### src/rtl/io_uart_tx.sv
// io_uart_tx: 8N1 serial transmitter on one I/O port slot.
// CPU writes push bytes into a small TX FIFO; CPU reads return a status byte
// {count[3:0], overflow, busy, empty, full}. txd idles high.
module io_uart_tx #(
  parameter int unsigned CLK_DIV    = 16,
  parameter int unsigned FIFO_DEPTH = 4
) (
  input  logic       clk,
  input  logic       rst_n,
  input  logic       wr,
  input  logic       rd,
  input  logic [7:0] din,
  output logic [7:0] dout,
  output logic       txd,
  output logic       irq
);

  localparam int unsigned PW = (FIFO_DEPTH > 1) ? $clog2(FIFO_DEPTH) : 1;
  localparam int unsigned CW = PW + 1;
  localparam logic [15:0]   BAUD_LAST = 16'(CLK_DIV - 1);
  localparam logic [CW-1:0] DEPTH_C   = CW'(FIFO_DEPTH);

  typedef enum logic [1:0] {
    S_IDLE,
    S_START,
    S_DATA,
    S_STOP
  } state_e;

  state_e        state_q;
  logic [15:0]   baud_q;
  logic [2:0]    bit_q;
  logic [7:0]    shift_q;
  logic          txd_q;

  logic [7:0]    mem_q [FIFO_DEPTH];
  logic [PW-1:0] wr_ptr_q, rd_ptr_q;
  logic [CW-1:0] count_q, count_d;
  logic          ovf_q, ovf_d;
  logic [7:0]    dout_q, status_d;

  logic          full, empty, baud_end, pop, push;
  logic [4:0]    occ5;
  logic [3:0]    occ_sat;
  logic [7:0]    head;

  // FIFO control, overflow flag and status byte next-state
  always_comb begin
    full     = (count_q == DEPTH_C);
    empty    = (count_q == '0);
    baud_end = (baud_q == BAUD_LAST);
    head     = mem_q[rd_ptr_q];
    // The FSM takes the head either from IDLE or on the last STOP cycle,
    // so back-to-back frames leave no idle gap.
    pop      = !empty && ((state_q == S_IDLE) || ((state_q == S_STOP) && baud_end));
    // A write to a full FIFO still fits when a pop frees a slot this cycle.
    push     = wr && (!full || pop);

    count_d = count_q;
    if (push && !pop) begin
      count_d = count_q + 1'b1;
    end else if (!push && pop) begin
      count_d = count_q - 1'b1;
    end

    // A dropped write outranks a simultaneous status read.
    ovf_d = ovf_q;
    if (rd) begin
      ovf_d = 1'b0;
    end
    if (wr && !push) begin
      ovf_d = 1'b1;
    end

    occ5     = 5'(count_q);
    occ_sat  = occ5[4] ? 4'hF : occ5[3:0];
    status_d = {occ_sat, ovf_q, (state_q != S_IDLE), empty, full};
  end

  // FIFO storage (no reset needed; validity tracked by count)
  always_ff @(posedge clk) begin
    if (push) begin
      mem_q[wr_ptr_q] <= din;
    end
  end

  // FIFO pointers, occupancy, overflow flag and registered status byte
  always_ff @(posedge clk) begin
    if (!rst_n) begin
      wr_ptr_q <= '0;
      rd_ptr_q <= '0;
      count_q  <= '0;
      ovf_q    <= 1'b0;
      dout_q   <= 8'h02;
    end else begin
      if (push) begin
        wr_ptr_q <= wr_ptr_q + 1'b1;
      end
      if (pop) begin
        rd_ptr_q <= rd_ptr_q + 1'b1;
      end
      count_q <= count_d;
      ovf_q   <= ovf_d;
      dout_q  <= status_d;
    end
  end

  // Serialiser FSM: start bit, 8 data bits LSB-first, stop bit
  always_ff @(posedge clk) begin
    if (!rst_n) begin
      state_q <= S_IDLE;
      baud_q  <= '0;
      bit_q   <= '0;
      shift_q <= '0;
      txd_q   <= 1'b1;
    end else begin
      case (state_q)
        S_IDLE: begin
          txd_q <= 1'b1;
          if (pop) begin
            shift_q <= head;
            baud_q  <= '0;
            txd_q   <= 1'b0;
            state_q <= S_START;
          end
        end
        S_START: begin
          if (baud_end) begin
            baud_q  <= '0;
            bit_q   <= '0;
            txd_q   <= shift_q[0];
            shift_q <= shift_q >> 1;
            state_q <= S_DATA;
          end else begin
            baud_q <= baud_q + 1'b1;
          end
        end
        S_DATA: begin
          if (baud_end) begin
            baud_q <= '0;
            if (bit_q == 3'd7) begin
              txd_q   <= 1'b1;
              state_q <= S_STOP;
            end else begin
              bit_q   <= bit_q + 1'b1;
              txd_q   <= shift_q[0];
              shift_q <= shift_q >> 1;
            end
          end else begin
            baud_q <= baud_q + 1'b1;
          end
        end
        S_STOP: begin
          if (baud_end) begin
            baud_q <= '0;
            if (pop) begin
              shift_q <= head;
              txd_q   <= 1'b0;
              state_q <= S_START;
            end else begin
              txd_q   <= 1'b1;
              state_q <= S_IDLE;
            end
          end else begin
            baud_q <= baud_q + 1'b1;
          end
        end
        default: begin
          txd_q   <= 1'b1;
          baud_q  <= '0;
          state_q <= S_IDLE;
        end
      endcase
    end
  end

  assign txd  = txd_q;
  assign dout = dout_q;
  assign irq  = !full && !ovf_q;

endmodule

### config.mk
export PLATFORM = sky130hd
export DESIGN_NAME = io_uart_tx
export DESIGN_NICKNAME = d
export VERILOG_FILES = /design/src/rtl/io_uart_tx.sv
export SDC_FILE = /design/constraint.sdc
export NUM_CORES = 1
export LEC_CHECK = 0
export ABC_AREA = 1
export ABC_CLOCK_PERIOD_IN_PS = 3300
export CORE_ASPECT_RATIO = 0.7
export CORE_MARGIN = 2
export CORE_UTILIZATION = 59
export CTS_BUF_LIST = sky130_fd_sc_hd__clkbuf_16
export DETAILED_ROUTE_END_ITERATION = 7
export GPL_TIMING_DRIVEN = 0
export PLACE_DENSITY = 0.88
export SLEW_MARGIN = 40
export SYNTH_ARGS = -nofsm -noshare
export SYNTH_HDL_FRONTEND = slang
export SYNTH_SLANG_ARGS = --single-unit
### constraint.sdc
create_clock -name clk -period 3.3 [get_ports clk]
set_input_delay 0.825 -clock clk [delete_from_list [all_inputs] [get_ports clk]]
set_output_delay 0.825 -clock clk [all_outputs]
set_load 0.03 [all_outputs]
After elaboration in Yosys (flattened, before gate mapping)

Memories as Yosys holds them, arrays and structs flattened. A register that Yosys moved wholly into a read port is not among the register bits.
Cells that the tools add are included.

$add $sub $neg: 6
Equality and inequality tests: 12
Muxes and demuxes: 34
Reductions and logical operators: 25

Operators with widths:

| operator                                                               | count |
|---|---|
| 8-bit 2-to-1 mux                                                       | 5 |
| 16-bit 2-to-1 mux                                                      | 2 |
| 16-bit case mux with 2 select lines                                    | 1 |
| 8-bit case mux with 4 select lines                                     | 1 |
| 16-bit by 1-bit adder with 16-bit output, second input constant        | 1 |
| 16-bit by 4-bit equality test with 1-bit output, second input constant | 1 |
| 3-bit 2-to-1 mux                                                       | 5 |
| 2-bit 2-to-1 mux                                                       | 7 |
| 2-bit inequality test, second input constant                           | 6 |
| 1-bit 2-to-1 mux                                                       | 10 |
| 2-bit case mux with 4 select lines                                     | 1 |
| 4-bit AND reduction                                                    | 2 |
| 2-bit nonzero test                                                     | 4 |
| 1-bit logical AND                                                      | 7 |
| 3-bit by 1-bit adder with 3-bit output, second input constant          | 2 |
| 3-bit equality test, second input constant                             | 2 |
| 3-bit case mux with 2 select lines                                     | 1 |
| 1-bit logical NOT                                                      | 5 |
| 5-bit AND reduction                                                    | 1 |
| 2-bit by 1-bit adder with 2-bit output, second input constant          | 2 |
| 2-bit equality test, second input constant                             | 2 |
| 1-bit case mux with 4 select lines                                     | 1 |
| 3-bit logical NOT                                                      | 1 |
| 3-bit AND reduction                                                    | 1 |
| 5 further kinds                                                        | 6 |

Register bits after elaboration: 46
Memory bits (writable): 32
Bits of input ports: 12
Output and inout bits: 10
Logic and storage cells: 89
Memories: 1

Memory list:

| memory | depth | bits a word | rd ports | clocked after memory_dff | wr ports | line | source |
|---|---|---|---|---|---|---|---|
| mem_q  | 4     | 8           | 1        | 1                        | 1        | 36   | `logic [7:0] mem_q [FIFO_DEPTH];` |

Longest topological paths before layout

Gate-level depths: netlist (run 1).

Depth in word-level cells: 10
Gate-level depth with buffers: 16
Gate-level depth less buffers: 16

Worst setup path after synthesis (run 1)

OpenSTA, ideal clock, no wires.

Path type: flip-flop to flip-flop
Start: register baud_q[0]
End: register count_q[2]
Setup time: 0.122 ns
Data arrival time: 2.255 ns
Required time: 3.178 ns
Path slack: 0.923 ns
Stages on the path, launching flop included: 17
Buffers on the path: 0
Period minus slack after synthesis: 2.377 ns
Path through: dfxtp_1 ha_1 nand3_2 nor2_1 nand3_1 nand2_2 nand2_4 nand2_1 nand2_1 inv_1 ha_1 inv_1 fa_1 a21oi_1 o21ai_0 o21ai_0 a21oi_1

Cells in the longest elaborated chain, start to end: 9
Elaborated cells on any way between the ends: 12
Those cells by class: eq/ne (1); mux (1); reduce/logical (10)

RTL lines:

| element                                             | line | source |
|---|---|---|
| from (decl)                                         | 31   | `logic [15:0] baud_q;` |
| from (signal assigned)                              | 135  | `baud_q <= baud_q + 1'b1;` |
| from (signal assigned)                              | 150  | `baud_q <= baud_q + 1'b1;` |
| from (signal assigned)                              | 165  | `baud_q <= baud_q + 1'b1;` |
| 16-bit by 4-bit equality test with 1-bit output (*) | 51   | `baud_end = (baud_q == BAUD_LAST);` |
| 1-bit logical AND (*)                               | 55   | `pop = !empty && ((state_q == S_IDLE) \|\| ((state_q == S_STOP) && baud_end));` |
| 1-bit logical OR (*)                                | 55   |  |
| 1-bit logical AND (*)                               | 55   |  |
| 1-bit logical OR (*)                                | 57   | `push = wr && (!full \|\| pop);` |
| 1-bit logical AND (*)                               | 57   |  |
| named net push                                      | 42   | `logic full, empty, baud_end, pop, push;` |
| 1-bit logical NOT                                   | 62   | `end else if (!push && pop) begin` |
| 1-bit logical AND                                   | 62   |  |
| 2-bit nonzero test (no source line)                 | -    |  |
| to (signal assigned)                                | 102  | `count_q <= count_d;` |
| to (decl)                                           | 38   | `logic [CW-1:0] count_q, count_d;` |

The timed path passes the listed nets; every way through them passes the cells marked *.
A chain may end at the register's enable or synchronous reset.

Worst setup path in the final report (run 1)

Ends and elaborated chain as after synthesis.

==> impl_metrics.env, run 1 <==
export IMPL_status="complete, no violations"
export IMPL_crit_required_ns=3.53
export IMPL_final_cell_count_no_fill=544
export IMPL_yosysWarnings=0
export IMPL_hp_class="flop to flop"
export IMPL_fin_ws_ns=0.521
export IMPL_cts_sinks=79
export IMPL_worstMarginPinSlew_ns=0.797
export IMPL_synth_cell_types=36
export IMPL_leakage_nw=1.80
export IMPL_path_max_fanout=5
export IMPL_cp_start_kind="flop"
export IMPL_synth_fp_nets=457
export IMPL_netlist_area_sq_um=3720
export IMPL_final_cell_mix="nor2_1 (71), nand2_1 (69), dfxtp_1 (47)"
export IMPL_dp_cells=528
export IMPL_drt_pass1_iterations=5
export IMPL_vias=3118
export IMPL_grt_overflow=0
export IMPL_grt_usage_pct=25.8
export IMPL_antenna_cells=0
export IMPL_netlist_instances=431
export IMPL_htreeDepth=3
export IMPL_drt_total_wl_um=8290
export IMPL_cts_tree="built"
export IMPL_ios=22
export IMPL_syn_avg_cell_area_sq_um=8.64
export IMPL_die_area_sq_um=6980
export IMPL_post_drt_wl_per_cell_um=15.2
export IMPL_p_per_area_nw_per_um2=845
export IMPL_final_common_cell="nor2_1"
export IMPL_place_hpwl_um=5760
export IMPL_max_freq_ghz=0.360
export IMPL_start_util_pct=60.5
export IMPL_period_minus_slack_ns=2.78
export IMPL_drive_gt1_share_pct=9.66
export IMPL_core_area_sq_um=6160
export IMPL_via_per_inst=5.73
export IMPL_grt_pass1_wl_um=14000
export IMPL_max_slew_margin_pct=46.6
export IMPL_synth_ff_latch_count=79
export IMPL_gp_congestion=0.928
export IMPL_place_area_sq_um=4010
export IMPL_antenna_found_initial=0
export IMPL_rsz0062_at_grt="no"
export IMPL_port_buffers=19
export IMPL_cts_hold_buffers=0
export IMPL_synthToLayoutAreaGrowth_pct=15.1
export IMPL_cap_violations=0
export IMPL_cts_buffers=9
export IMPL_grt_max_degree=15
export IMPL_clk_pin_slew_ns=0.06
export IMPL_ctsResizeCount=0
export IMPL_clock_root_buffer="clkbuf_16"
export IMPL_fin_crit_sh_pct=84.2
export IMPL_finalSetupTns_ns=0
export IMPL_rows=24
export IMPL_slew_viol_final=0
export IMPL_ant_nets=0
export IMPL_postCtsSetupBuffers=0
export IMPL_dieHeight_um=70.5
export IMPL_drt_iter0_markers=327
export IMPL_vdd_drop_max_v=0.000429
export IMPL_ys_seq_area_share_pct=51.1
export IMPL_clk_path_buf_depth=2
export IMPL_clk_latency_ns=0.34
export IMPL_dpl_worst_slack_ns=0.467
export IMPL_drc_errors=0
export IMPL_timing_setup_critical_path_class="flop to flop"
export IMPL_setup_violations=0
export IMPL_finish_utilization_pct=69.7
export IMPL_die_x_um=99.0
export IMPL_finalHoldViolations=0
export IMPL_cp_end_kind="flop"
export IMPL_arrival_ns=3.01
export IMPL_grt_pass1_vias=2962
export IMPL_fin_nets=487
export IMPL_worst_clock_skew_ns=0.00726
export IMPL_design_area_sq_um=4290
[report_power, final]
group,total (mW),internal [mW],switching (mW)
clock network,0.917,0.510,0.407
registers,1.27,1.18,0.0909
logic,1.44,0.517,0.919
[flip-flops by register name, indices dropped and copies added (netlist names), named ones only]
signal and count:
baud_q 16, bit_q 3, count_q 3, dout 7, mem_q 32, ovf_q 1, rd_ptr_q 2, shift_q 8
state_q 2, txd 1, wr_ptr_q 2
[worst max-delay path, stage by stage, from the launching register on]
cell and delay [ns]:
dfxtp_1 0.38, ha_1 0.23, nand3_2 0.15, nor2_1 0.15, nand3_1 0.10, nand2_2 0.12
nand2_4 0.09, nand2_1 0.14, nand2_1 0.15, inv_1 0.09, ha_1 0.14, inv_1 0.06
fa_1 0.38, a21oi_1 0.14, o21ai_0 0.11, o21ai_0 0.18, a21oi_1 0.05
[stage by stage]
step | total power [mW] | hold slack [ns]
after floorplan | 2.32 | 0.429
after global routing | 3.85 | 0.488
after detailed placement | 2.68 | 0.453
after CTS | 3.61 | 0.463
final | 3.62 | 0.460
after global placement | 2.61 | 0.450
[logic make-up (layout without fill, tap and decap cells)]
group	after synthesis	in the layout	share of synthesized area (%)
compound gates	75	75	11.1
xor+xnor	2	2	0.470
fa+ha+maj	14	14	4.90
buf+inv	56	91	6.99
flops	79	79	51.1
mux	7	7	1.88
other cells	1	1	0.101
simple gates	197	197	23.5
[cell usage after synthesis]
cell type | count | area, sq um
nand3_2 | 2 | 20.0
buf_4 | 1 | 7.51
dfxtp_1 | 47 | 941
buf_8 | 2 | 30.0
inv_1 | 40 | 150
a21oi_2 | 1 | 8.76
o22ai_1 | 4 | 25.0
nand3_1 | 26 | 130
o21a_1 | 3 | 22.5
o21ai_0 | 29 | 145
clkbuf_1 | 2 | 7.51
nor3_1 | 8 | 40.0
or2_2 | 2 | 12.5
and3_1 | 1 | 6.26
nand2_4 | 3 | 33.8
conb_1 | 1 | 3.75
a21oi_1 | 33 | 165
nor3b_1 | 1 | 7.51
nor2_2 | 4 | 25.0
o211a_1 | 4 | 40.0
buf_1 | 1 | 3.75
edfxtp_1 | 32 | 961
fa_1 | 1 | 20.0
inv_2 | 2 | 7.51
mux2i_1 | 7 | 70.1
buf_6 | 2 | 22.5
ha_1 | 13 | 163
nor2_1 | 72 | 270
a211oi_1 | 1 | 7.51
xor2_1 | 2 | 17.5
inv_4 | 1 | 6.26
nor2_8 | 1 | 20.0
nand4_1 | 6 | 37.5
buf_2 | 5 | 25.0
nand2_2 | 2 | 12.5
nand2_1 | 69 | 259
[path summary, 6_finish.rpt]
check        slack (ns)    endpoint      start  cells after the start
max                0.52  count_q[2]  baud_q[0]                     16
min                0.46     dout[3]      ovf_q                      2
max reg2reg        0.52  count_q[2]  baud_q[0]                     16
min reg2reg        0.46     dout[3]      ovf_q                      2
[layer usage]
metal  global-route usage [%]  share of wire, %  vias to the layer above
met5                        0                 0                        -
met4                     8.07               1.7                        0
met3                     8.11               8.9                       15
met2                     39.7                45                      143
met1                     34.9                44                     1470
li1                         -                 -                     1490
[final cells by class]
| class | count | area [sq um] |
|---|---|---|
| clock inverters | 7 | 48.8 |
| fillers | 443 | 1870 |
| flip-flops and latches | 79 | 1900 |
| multi-input cells | 296 | 1570 |
| clock buffers | 9 | 225 |
| plain buffers | 13 | 96.3 |
| repair buffers | 19 | 190 |
| inverters | 43 | 164 |
| well taps | 78 | 97.6 |
(Power assumes the default switching activity.)
==> run 2: changes to the inputs <==
- ABC_CLOCK_PERIOD_IN_PS: 3300 -> 2720
- clock period: 3.3 -> 2.72 ns (I/O delays scaled with it)
==> impl_metrics.env, run 2 (same netlist as run 1, synthesis figures left out) <==
export IMPL_vias=3164
export IMPL_cp_buffers_inverters=2
export IMPL_cts_hold_buffers=0
export IMPL_largest_register_ffs=32
export IMPL_crit_family="buffers and inverters"
export IMPL_vdd_drop_max_v=0.000536
export IMPL_grt_usage_pct=25.8
export IMPL_dpl_worst_slack_ns=-0.0183
export IMPL_met1_usage_pct=34.9
export IMPL_design_area_sq_um=4340
export IMPL_path_max_fanout=4
export IMPL_start_util_pct=60.5
export IMPL_ant_nets=0
export IMPL_max_stage_delay_ns=0.68
export IMPL_synthToLayoutAreaGrowth_pct=16.6
export IMPL_critPathMostFrequentCell="nor2_1"
export IMPL_status="complete, no violations"
export IMPL_drive_gt1_share_pct=11.3
export IMPL_clock_root_buffer="clkbuf_16"
export IMPL_cts_tree="built"
export IMPL_cp_start_kind="flop"
export IMPL_die_x_um=99.0
export IMPL_gp_congestion=0.928
export IMPL_cap_violations=0
export IMPL_ios=22
export IMPL_grt_max_degree=15
export IMPL_dieHeight_um=70.5
export IMPL_hp_class="flop to flop"
export IMPL_grt_pass1_vias=2962
export IMPL_busiest_layer="met2"
export IMPL_setup_violations=0
export IMPL_cp_end_kind="output port"
export IMPL_timing_setup_critical_path_class="flop to output port"
export IMPL_crit_required_ns=2.04
export IMPL_cts_sinks=79
export IMPL_fin_crit_sh_pct=92.0
export IMPL_drt_pass1_iterations=5
export IMPL_place_hpwl_um=5760
export IMPL_place_area_sq_um=4010
export IMPL_max_freq_ghz=0.400
export IMPL_die_area_sq_um=6980
export IMPL_antenna_found_initial=0
export IMPL_period_minus_slack_ns=2.50
export IMPL_critPathSlowestCell="clkdlybuf4s50_1"
export IMPL_drt_iter0_markers=376
export IMPL_via_per_inst=5.79
export IMPL_arrival_ns=1.82
export IMPL_port_buffers=19
export IMPL_r2r_slack_ns=0.23
export IMPL_cts_buffers=9
export IMPL_max_slew_margin_pct=46.1
export IMPL_fin_nets=489
export IMPL_leakage_nw=1.82
export IMPL_worst_clock_skew_ns=0.00725
export IMPL_grt_pass1_wl_um=14000
export IMPL_globalRouteMet3Util_pct=8.11
export IMPL_slew_viol_final=0
export IMPL_htreeDepth=3
export IMPL_path_cells="inv_1 -> nand2_1 -> nor2_1 -> nor2_1 -> clkdlybuf4s50_1"
export IMPL_drt_total_wl_um=8520
export IMPL_final_cell_mix="nor2_1 (70), nand2_1 (67), dfxtp_1 (45)"
export IMPL_drc_errors=0
export IMPL_p_total_mw=4.45
export IMPL_antenna_cells=0
export IMPL_post_drt_wl_per_cell_um=15.6
export IMPL_clk_path_buf_depth=2
export IMPL_clk_latency_ns=0.34
export IMPL_grt_overflow=0
export IMPL_fin_ws_ns=0.217
export IMPL_p_per_area_nw_per_um2=1030
export IMPL_met2_usage_pct=39.7
export IMPL_num_fill_cells=427
export IMPL_largest_registers="mem_q (32), baud_q (16), shift_q (8)"
export IMPL_max_flop_register="mem_q"
export IMPL_final_common_cell="nor2_1"
export IMPL_finalHoldViolations=0
export IMPL_clk_pin_slew_ns=0.06
export IMPL_rows=24
export IMPL_worstMarginPinSlew_ns=0.806
export IMPL_core_area_sq_um=6160
==> run 2: final cells by class <==
cell class	count	area [sq um]	share of cell area (%)
tap	78	97.6	2.25
inverter	43	164	3.78
sequential	79	1910	43.9
multi-input combinational	296	1600	36.8
buffer	13	96.3	2.22
clock inverter	7	48.8	1.12
timing repair buffer	21	205	4.73
clock buffer	9	225	5.19
==> run 2: routing by layer <==
metal / up-vias / routed length (um)
met5: - / 0
met4: 0 / 152
met3: 19 / 805
met2: 155 / 3920
met1: 1495 / 3650
li1: 1495 / -
==> run 2: worst paths after layout <==
check / start / end / cells past startpoint
worst max-delay path: count_q[0] / irq / 5
worst min-delay path: baud_q[0] / baud_q[0] / 1
worst max register to register: baud_q[0] / count_q[2] / 16
worst min register to register: baud_q[0] / baud_q[0] / 1
==> run 2: repair_timing <==
item,in CTS,in global routing
pin swaps,0,2
setup endpoints to repair,1,10
resized for setup,1,11
buffers inserted,0,2
==> run 2: per-stage QoR <==
stage               hold slack [ns]  instances  TNS [ns]  utilization (%)
global route                  0.509        546   -0.0250             70.5
finish                        0.474        546         0             70.5
CTS                           0.463        544         0             69.7
global placement              0.450        528         0             65.2
floorplan                     0.429        431         0                -
detailed placement            0.453        528   -0.0183             65.2
==> run 2: power by group <==
group	switching [mW]	leakage [nW]	internal [mW]
clock network	0.494	0.136	0.619
registers	0.115	0.679	1.43
logic	1.14	1.00	0.655
